## src/rtl/motor_command_writer.sv

```systemverilog
// CPU-writable motor command block: per-axis direction enables plus a tick-timed run FSM.
// Movement outputs are live only while a timed run is in progress.
module motor_command_writer #(
    parameter int TICK_DIV  = 50000,
    parameter int CMD_ADDR  = 20006,
    parameter int DUR_ADDR  = 20008,
    parameter int CTRL_ADDR = 20009
) (
    input  logic        clk,
    input  logic        reset,
    input  logic        writeEnable,
    input  logic [14:0] addrA,
    input  logic [15:0] dinA,
    output logic [5:0]  movementOut,
    output logic        running,
    output logic        timesUp,
    output logic [15:0] statusWord,
    output logic [1:0]  stateDbg
);

    localparam int PW = (TICK_DIV > 2) ? $clog2(TICK_DIV) : 1;

    localparam logic [1:0] IDLE = 2'd0;
    localparam logic [1:0] RUN  = 2'd1;
    localparam logic [1:0] DONE = 2'd2;

    localparam logic [14:0] CMD_A  = 15'(CMD_ADDR);
    localparam logic [14:0] DUR_A  = 15'(DUR_ADDR);
    localparam logic [14:0] CTRL_A = 15'(CTRL_ADDR);
    localparam logic [PW-1:0] PRE_MAX = PW'(TICK_DIV - 1);

    logic [1:0]    state;
    logic [5:0]    enableReg;
    logic [15:0]   durationReg;
    logic [15:0]   remaining;
    logic [PW-1:0] prescaler;

    logic       wrCmd, wrDur, wrCtrl;
    logic       startReq, abortReq, tick;
    logic [5:0] cmdEnable;

    assign wrCmd    = writeEnable && (addrA == CMD_A);
    assign wrDur    = writeEnable && (addrA == DUR_A);
    assign wrCtrl   = writeEnable && (addrA == CTRL_A);
    assign abortReq = wrCtrl && dinA[1];
    assign startReq = wrCtrl && dinA[0] && !dinA[1];
    assign tick     = (prescaler == PRE_MAX);

    // One-hot value sets a bit (and clears its opposing partner); 7-bit one-cold value clears it.
    always_comb begin
        cmdEnable = enableReg;
        for (int i = 0; i < 6; i++) begin
            if (dinA == (16'd1 << i)) begin
                cmdEnable[i]     = 1'b1;
                cmdEnable[i ^ 1] = 1'b0;
            end else if (dinA == (16'h007f & ~(16'd1 << i))) begin
                cmdEnable[i] = 1'b0;
            end
        end
    end

    always_ff @(posedge clk or negedge reset) begin
        if (!reset) begin
            state       <= IDLE;
            enableReg   <= 6'd0;
            durationReg <= 16'd0;
            remaining   <= 16'd0;
            prescaler   <= '0;
        end else begin
            if (wrCmd) begin
                enableReg <= cmdEnable;
            end
            case (state)
                IDLE: begin
                    if (wrDur) begin
                        durationReg <= dinA;
                    end
                    if (abortReq) begin
                        enableReg <= 6'd0;
                    end else if (startReq) begin
                        if (durationReg != 16'd0) begin
                            state     <= RUN;
                            remaining <= durationReg;
                            prescaler <= '0;
                        end else begin
                            state     <= DONE;
                            enableReg <= 6'd0;
                        end
                    end
                end
                RUN: begin
                    if (abortReq) begin
                        state     <= IDLE;
                        enableReg <= 6'd0;
                        prescaler <= '0;
                    end else begin
                        prescaler <= tick ? '0 : prescaler + 1'b1;
                        if (tick) begin
                            remaining <= remaining - 16'd1;
                            // Clearing on DONE entry keeps statusWord at zero during the timesUp pulse.
                            if (remaining == 16'd1) begin
                                state     <= DONE;
                                enableReg <= 6'd0;
                            end
                        end
                    end
                end
                DONE: begin
                    state     <= IDLE;
                    enableReg <= 6'd0;
                end
                default: begin
                    state     <= IDLE;
                    enableReg <= 6'd0;
                end
            endcase
        end
    end

    assign running     = (state == RUN);
    assign timesUp     = (state == DONE);
    assign movementOut = running ? enableReg : 6'd0;
    assign statusWord  = {running, 9'd0, enableReg};
    assign stateDbg    = state;

endmodule

```

## config.mk

```make
export PLATFORM = sky130hd
export DESIGN_NAME = motor_command_writer
export DESIGN_NICKNAME = d
export VERILOG_FILES = /design/src/rtl/motor_command_writer.sv
export SDC_FILE = /design/constraint.sdc
export NUM_CORES = 1
export LEC_CHECK = 0
export CAP_MARGIN = 20
export CORE_ASPECT_RATIO = 0.9
export CORE_UTILIZATION = 54
export CTS_BUF_LIST = sky130_fd_sc_hd__clkbuf_16
export DETAILED_ROUTE_END_ITERATION = 8
export PLACE_DENSITY = 0.81
export SLEW_MARGIN = 20
export SYNTH_ARGS = -nofsm -noshare
export SYNTH_HDL_FRONTEND = slang
export SYNTH_SLANG_ARGS = --single-unit
```

## constraint.sdc

```tcl
create_clock -name clk -period 2.8 [get_ports clk]
set_input_delay 0.42 -clock clk [delete_from_list [all_inputs] [get_ports clk]]
set_output_delay 0.42 -clock clk [all_outputs]
set_load 0.1 [all_outputs]
```

==> results of run 1 <==
worst max-delay path, stage by stage:
cell	delay, ps
clkdlybuf4s50_1	400
nand4bb_1	240
or4_1	600
o41a_1	480
buf_4	190
or3_1	340
a21oi_1	180
final cells by class:
| class | instances | area share, % |
|---|---|---|
| Sequential cell | 56 | 31.5 |
| Tap cell | 87 | 2.44 |
| Inverter | 18 | 1.51 |
| Clock inverter | 3 | 0.252 |
| Timing Repair Buffer | 77 | 17.5 |
| Multi-Input combinational cell | 305 | 44.0 |
| Clock buffer | 5 | 2.80 |
logic make-up (layout without fill, tap and decap cells):
logic type / Yosys count / count (layout)
flops: 56 / 56
mux: 12 / 12
xor+xnor: 1 / 1
other cells: 1 / 9
simple gates: 167 / 167
compound gates: 113 / 113
fa+ha+maj: 3 / 3
buf+inv: 50 / 103
metrics by stage:
step | hold WS, ps | cell area [um^2] | cells | setup TNS [ps] | power [uW]
2_1_floorplan | 124 | 3600 | 411 | 0 | 906
3_3_place_gp | 489 | 4330 | 543 | -282 | 986
3_5_place_dp | 501 | 4330 | 543 | -1560 | 988
4_1_cts | 194 | 4460 | 551 | 0 | 1590
5_1_grt | 222 | 4460 | 551 | 0 | 1630
6_report | 165 | 4460 | 551 | 0 | 1580
state kept, by name (all words and copies together), names as in the netlist:
name         count
durationReg     16
remaining       16
stateDbg         2
prescaler       16
enableReg        6
final timing paths:
kind / to / cells past startpoint / slack [ps]
setup / recovery: prescaler[7] / 7 / 160
hold / removal: prescaler[1] / 1 / 170
setup reg to reg: remaining[14] / 7 / 390
hold reg to reg: durationReg[4] / 2 / 520
max in group asynchronous: durationReg[0] / 2 / 2040
min in group clk: durationReg[4] / 2 / 520
synthesized netlist by cell type (10+ instances only):
| cell | count |
|---|---|
| o21ai_0 | 16 |
| a21oi_1 | 27 |
| dfrtp_1 | 56 |
| clkbuf_1 | 17 |
| nor2_1 | 24 |
| nand4_1 | 13 |
| nand2_1 | 32 |
| buf_4 | 10 |
| inv_1 | 18 |
| o211ai_1 | 10 |
| nand3_1 | 12 |
| mux2_2 | 12 |
| nor4_1 | 12 |
where the power goes:
group / switching [uW] / internal, uW / leakage (uW) / total, uW
Combinational: 105 / 59.2 / 0.000980 / 164
Clock: 282 / 323 / 0.0000738 / 605
Sequential: 0.220 / 808 / 0.000759 / 809
routing by layer:
layer  routed length, um  up-vias  share of wire (%)
met1                4150     1681                 42
met5                   0        -                  0
li1                    -     1644                  -
met2                4380      264                 45
met4                 212        0                2.2
met3                1070       29                 11
==> reports/results.txt, run 1 <==
status -> finished clean
start point of the critical path -> addrA[4]
initial antenna violation count -> 0
CTS H-Tree Depth -> 2
Synth Register Bits -> 56
final setup fails -> 0
Fillers -> 491
crit path max fanout -> 10
fin util -> 71.8%
CTS tree -> built
CTS Sinks -> 56
most frequent cells in the layout -> dfrtp_1 (54), buf_4 (34), nand2_1 (32), clkdlybuf4s50_1 (32), a21oi_1 (27)
top cells by area, synth -> dfrtp_1 (40%), a21oi_1 (3.8%), mux2_2 (3.8%), nand2_1 (3.4%), nor2_1 (2.5%)
VDD IR-drop max -> 0.000216 V
commonest non-fill, non-tap cell in the layout -> dfrtp_1
Post-DRT Antenna Nets -> 0
setup ws final -> 158 ps
CTS clock-pin slew for the worst setup and hold paths -> 70 ps
clock skew -> 6.71 ps
CTS Root Cell -> clkbuf_16
hold crit path type -> in2async
# DRC -> 0
worst slew pin tran -> 913 ps
io pins -> 60
count of cell types in the netlist -> 62
Syn-to-layout area delta -> 25.8%
PostCTS Resize Cnt -> 0
Synth Area in Compound Gates -> 21.8%
met3 capacity usage during global routing -> 5.72%
share of the synthesized area in the top cell type -> 39.5%
unrepaired setup endpoints after global routing -> no
largest net degree at the start of global routing -> 30
first-pass GRT wire length -> 16400 um
Worst Path Arrival -> 2850 ps
Synth Area in Simple Gates -> 26.9%
Hold Violations, Final -> 0
diodes inserted -> 0
DR vias -> 3618
Initial Util -> 57.1%
largest family of logic cells by synthesized area -> simple AND/OR/NAND/NOR gates
RR Startpoint -> remaining[0]
layout cell share with drive strength beyond 1 -> 17.0%
remaining global-route overflow -> 0
GP Congestion -> 0.926
FF/Latch Area -> 1400 um^2
Synth Warn # -> 0
max_slew headroom -> 38.7%
Setup crit end kind -> flop
gr busiest metal -> met2
Wirelength per Cell -> 17.8 um
post-synthesis xor/xnor area fraction -> 0.247%
Yosys top cell by area -> dfrtp_1
CTS buffer count -> 5
Die Width -> 87.4 um
EDFF count, synth -> 0
period utilization -> 94.4%
Pwr Density -> 354 nW/um^2
LEAKAGE -> 0.00181 uW
die height -> 78.9 um
Multi-input gate area -> 1970 um^2
Worst-Skew Late Latency -> 290 ps
core box area -> 6220 um^2
crit path kind -> in2reg
Core Rows -> 27
Post-Synthesis Cells -> 403
fmax -> 379 MHz
post-synthesis mux area share -> 3.81%
postcts setup bufs -> 0
grt met1 use -> 43.7%
DPL Wire Length -> 7150 um
vias in the first global route -> 3319
die area -> 6900 um^2
First DRT Iteration DRCs -> 446
DR pass1 iterations -> 5
DP Worst Slack -> -152 ps
Syn Area/Cell -> 8.80 um^2
top_reg_cell synth -> dfrtp_1
register area share after synthesis -> 39.5%
Max Buffers Root-to-Sink -> 2
met2 Usage GRT -> 46.7%
hold buffer count at CTS -> 0
Startpoint Class -> primary input
CP required -> 3010 ps
Tot GR Track Use -> 30.6%
Slew Limit Fails -> 0
fin crit period -> 2640 ps
Max-Cap Viols -> 0
number of nets in the layout -> 500
Synth Area in Adders -> 1.06%
Detailed Route WL -> 9800 um
Via density -> 6.57
Synth async-reset ratio -> 100%
mapped cell area -> 3550 um^2
IO Port Bufs -> 50
Note: power is estimated with default switching activity, not from simulation.
==> run 2: changes to the inputs <==
--- a/config.mk
+++ b/config.mk
@@ -10,7 +10,8 @@
 export CORE_UTILIZATION = 54
 export CTS_BUF_LIST = sky130_fd_sc_hd__clkbuf_16
 export DETAILED_ROUTE_END_ITERATION = 8
-export PLACE_DENSITY = 0.81
+export PLACE_DENSITY = 0.78
+export SETUP_SLACK_MARGIN = 0.2
 export SLEW_MARGIN = 20
 export SYNTH_ARGS = -nofsm -noshare
 export SYNTH_HDL_FRONTEND = slang
==> reports/results.txt, run 2 (synthesized netlist as in run 1, its figures left out) <==
Hold Violations, Final -> 0
Final Non-Filler Cells -> 560
crit path buf inv count -> 2
DPL Wire Length -> 7520 um
hold crit path type -> in2async
number of nets in the layout -> 509
Startpoint Class -> primary input
IO Port Bufs -> 50
unrepaired setup endpoints after global routing -> no
largest net degree at the start of global routing -> 26
Setup TNS -> 0 ps
crit path max fanout -> 7
layout cell share with drive strength beyond 1 -> 19.9%
Die Width -> 87.4 um
Detailed Route WL -> 10400 um
Initial Util -> 57.1%
status -> finished clean
CP peak stage delay -> 550 ps
Hold WS -> 102 ps
commonest non-fill, non-tap cell in the layout -> dfrtp_1
core box area -> 6220 um^2
Setup crit end kind -> flop
CP required -> 3010 ps
Pwr Density -> 351 nW/um^2
Wirelength per Cell -> 18.6 um
Tot GR Track Use -> 31.7%
Via density -> 6.59
slowest CP cell -> or4_1
CTS clock-pin slew for the worst setup and hold paths -> 70 ps
First DRT Iteration DRCs -> 287
clock skew -> 8.88 ps
period utilization -> 92.9%
Post-DRT Antenna Nets -> 0
die height -> 78.9 um
Worst R2R Setup Slack -> 390 ps
RR Startpoint -> remaining[0]
io pins -> 60
Regs by FF count -> durationReg x16, prescaler x16, remaining x16
CTS buffer count -> 5
CTS tree -> built
DR vias -> 3689
most frequent cells in the layout -> dfrtp_1 (54), buf_4 (44), nand2_1 (32), clkdlybuf4s50_1 (32), a21oi_1 (25)
Max Buffers Root-to-Sink -> 2
Syn-to-layout area delta -> 28.0%
worst slew pin tran -> 762 ps
DR pass1 iterations -> 5
fin crit period -> 2600 ps
initial antenna violation count -> 0
Worst Path Arrival -> 2810 ps
Top Family by Delay on Critical Path -> simple AND/OR/NAND/NOR gates
fmax -> 385 MHz
first-pass GRT wire length -> 16800 um
Worst path depth -> 7
Max-Cap Viols -> 0
CP Cell Sequence -> clkdlybuf4s50_1 > nand4bb_1 > or4_4 > buf_4 > o31a_1 > or4_1 > a21oi_1
Slew Limit Fails -> 0
LEAKAGE -> 0.00185 uW
Worst-Skew Late Latency -> 300 ps
diodes inserted -> 0
final setup fails -> 0
vias in the first global route -> 3483
remaining global-route overflow -> 0
RR Endpoint -> remaining[14]
GP Congestion -> 0.937
VDD IR-drop max -> 0.000274 V
path depth of the worst reg2reg path -> 7
crit path kind -> in2reg
# DRC -> 0
dpl cells -> 549
CTS H-Tree Depth -> 2
die area -> 6900 um^2
CTS Sinks -> 56
Fillers -> 477
max_slew headroom -> 49.0%
CTS Root Cell -> clkbuf_16
Core Rows -> 27
## run 2: cell count changes in the layout (fill, tap and decap cells not counted), sizes merged
| cell | previous run | this run |
|---|---|---|
| buf | 45 | 54 |
## run 2: layout make-up
cell class	count	area (um^2)	area share (%)
Multi-Input combinational cell	305	2000	44.0
Sequential cell	56	1400	30.9
Timing Repair Buffer	86	821	18.1
Clock buffer	5	125	2.76
Tap cell	87	109	2.40
Inverter	18	67.6	1.49
Clock inverter	3	16.3	0.358
## run 2: worst max path at each step
stage	to	from
3_5_place_dp	prescaler[14]	addrA[11]
2_1_floorplan	movementOut[0]	stateDbg[1]
3_3_place_gp	prescaler[12]	addrA[12]
5_1_grt	prescaler[10]	addrA[11]
4_1_cts	prescaler[12]	addrA[11]
6_report	prescaler[10]	addrA[11]
## run 2: repair_timing
| action | 4_1_cts | 5_1_grt |
|---|---|---|
| hold buffers | 0 | 0 |
| buffers inserted | 0 | 2 |
| setup endpoints to repair | 6 | 20 |
| pin swaps | 0 | 2 |
| resized for setup | 1 | 6 |
| hold endpoints to repair | 0 | 0 |
| cloned | 0 | 1 |
## run 2: routing by layer
layer | track usage [%] | wire, um
met5 | 0 | 0
met4 | 12.1 | 259
met3 | 5.82 | 1020
met2 | 47.2 | 4680
met1 | 45.6 | 4460
## run 2: where the power goes
part	leakage, uW	total [uW]	switching [uW]	internal (uW)
Combinational	0.00101	163	105	57.9
Clock	0.0000764	622	294	328
Sequential	0.000759	808	0.225	808
Total	0.00185	1590	400	1190
## run 2: worst register-to-register path, cell delays in order (launching register included)
cell and delay, ps:
dfrtp_1 410, inv_1 110, ha_1 210, or3b_2 520, or2_2 360, a2111o_1 340
o22a_1 190, o22a_1 170
## run 2: metrics by stage
stage / total power, uW / worst slack, ps / util [%] / instance area [um^2]
floorplan: 906 / 260 / - / 3620
global route: 1630 / 137 / 73.0 / 4540
global placement: 985 / -45.0 / 69.9 / 4350
detailed placement: 987 / -115 / 69.9 / 4350
finish: 1590 / 199 / 73.0 / 4540
CTS: 1600 / 200 / 72.3 / 4490
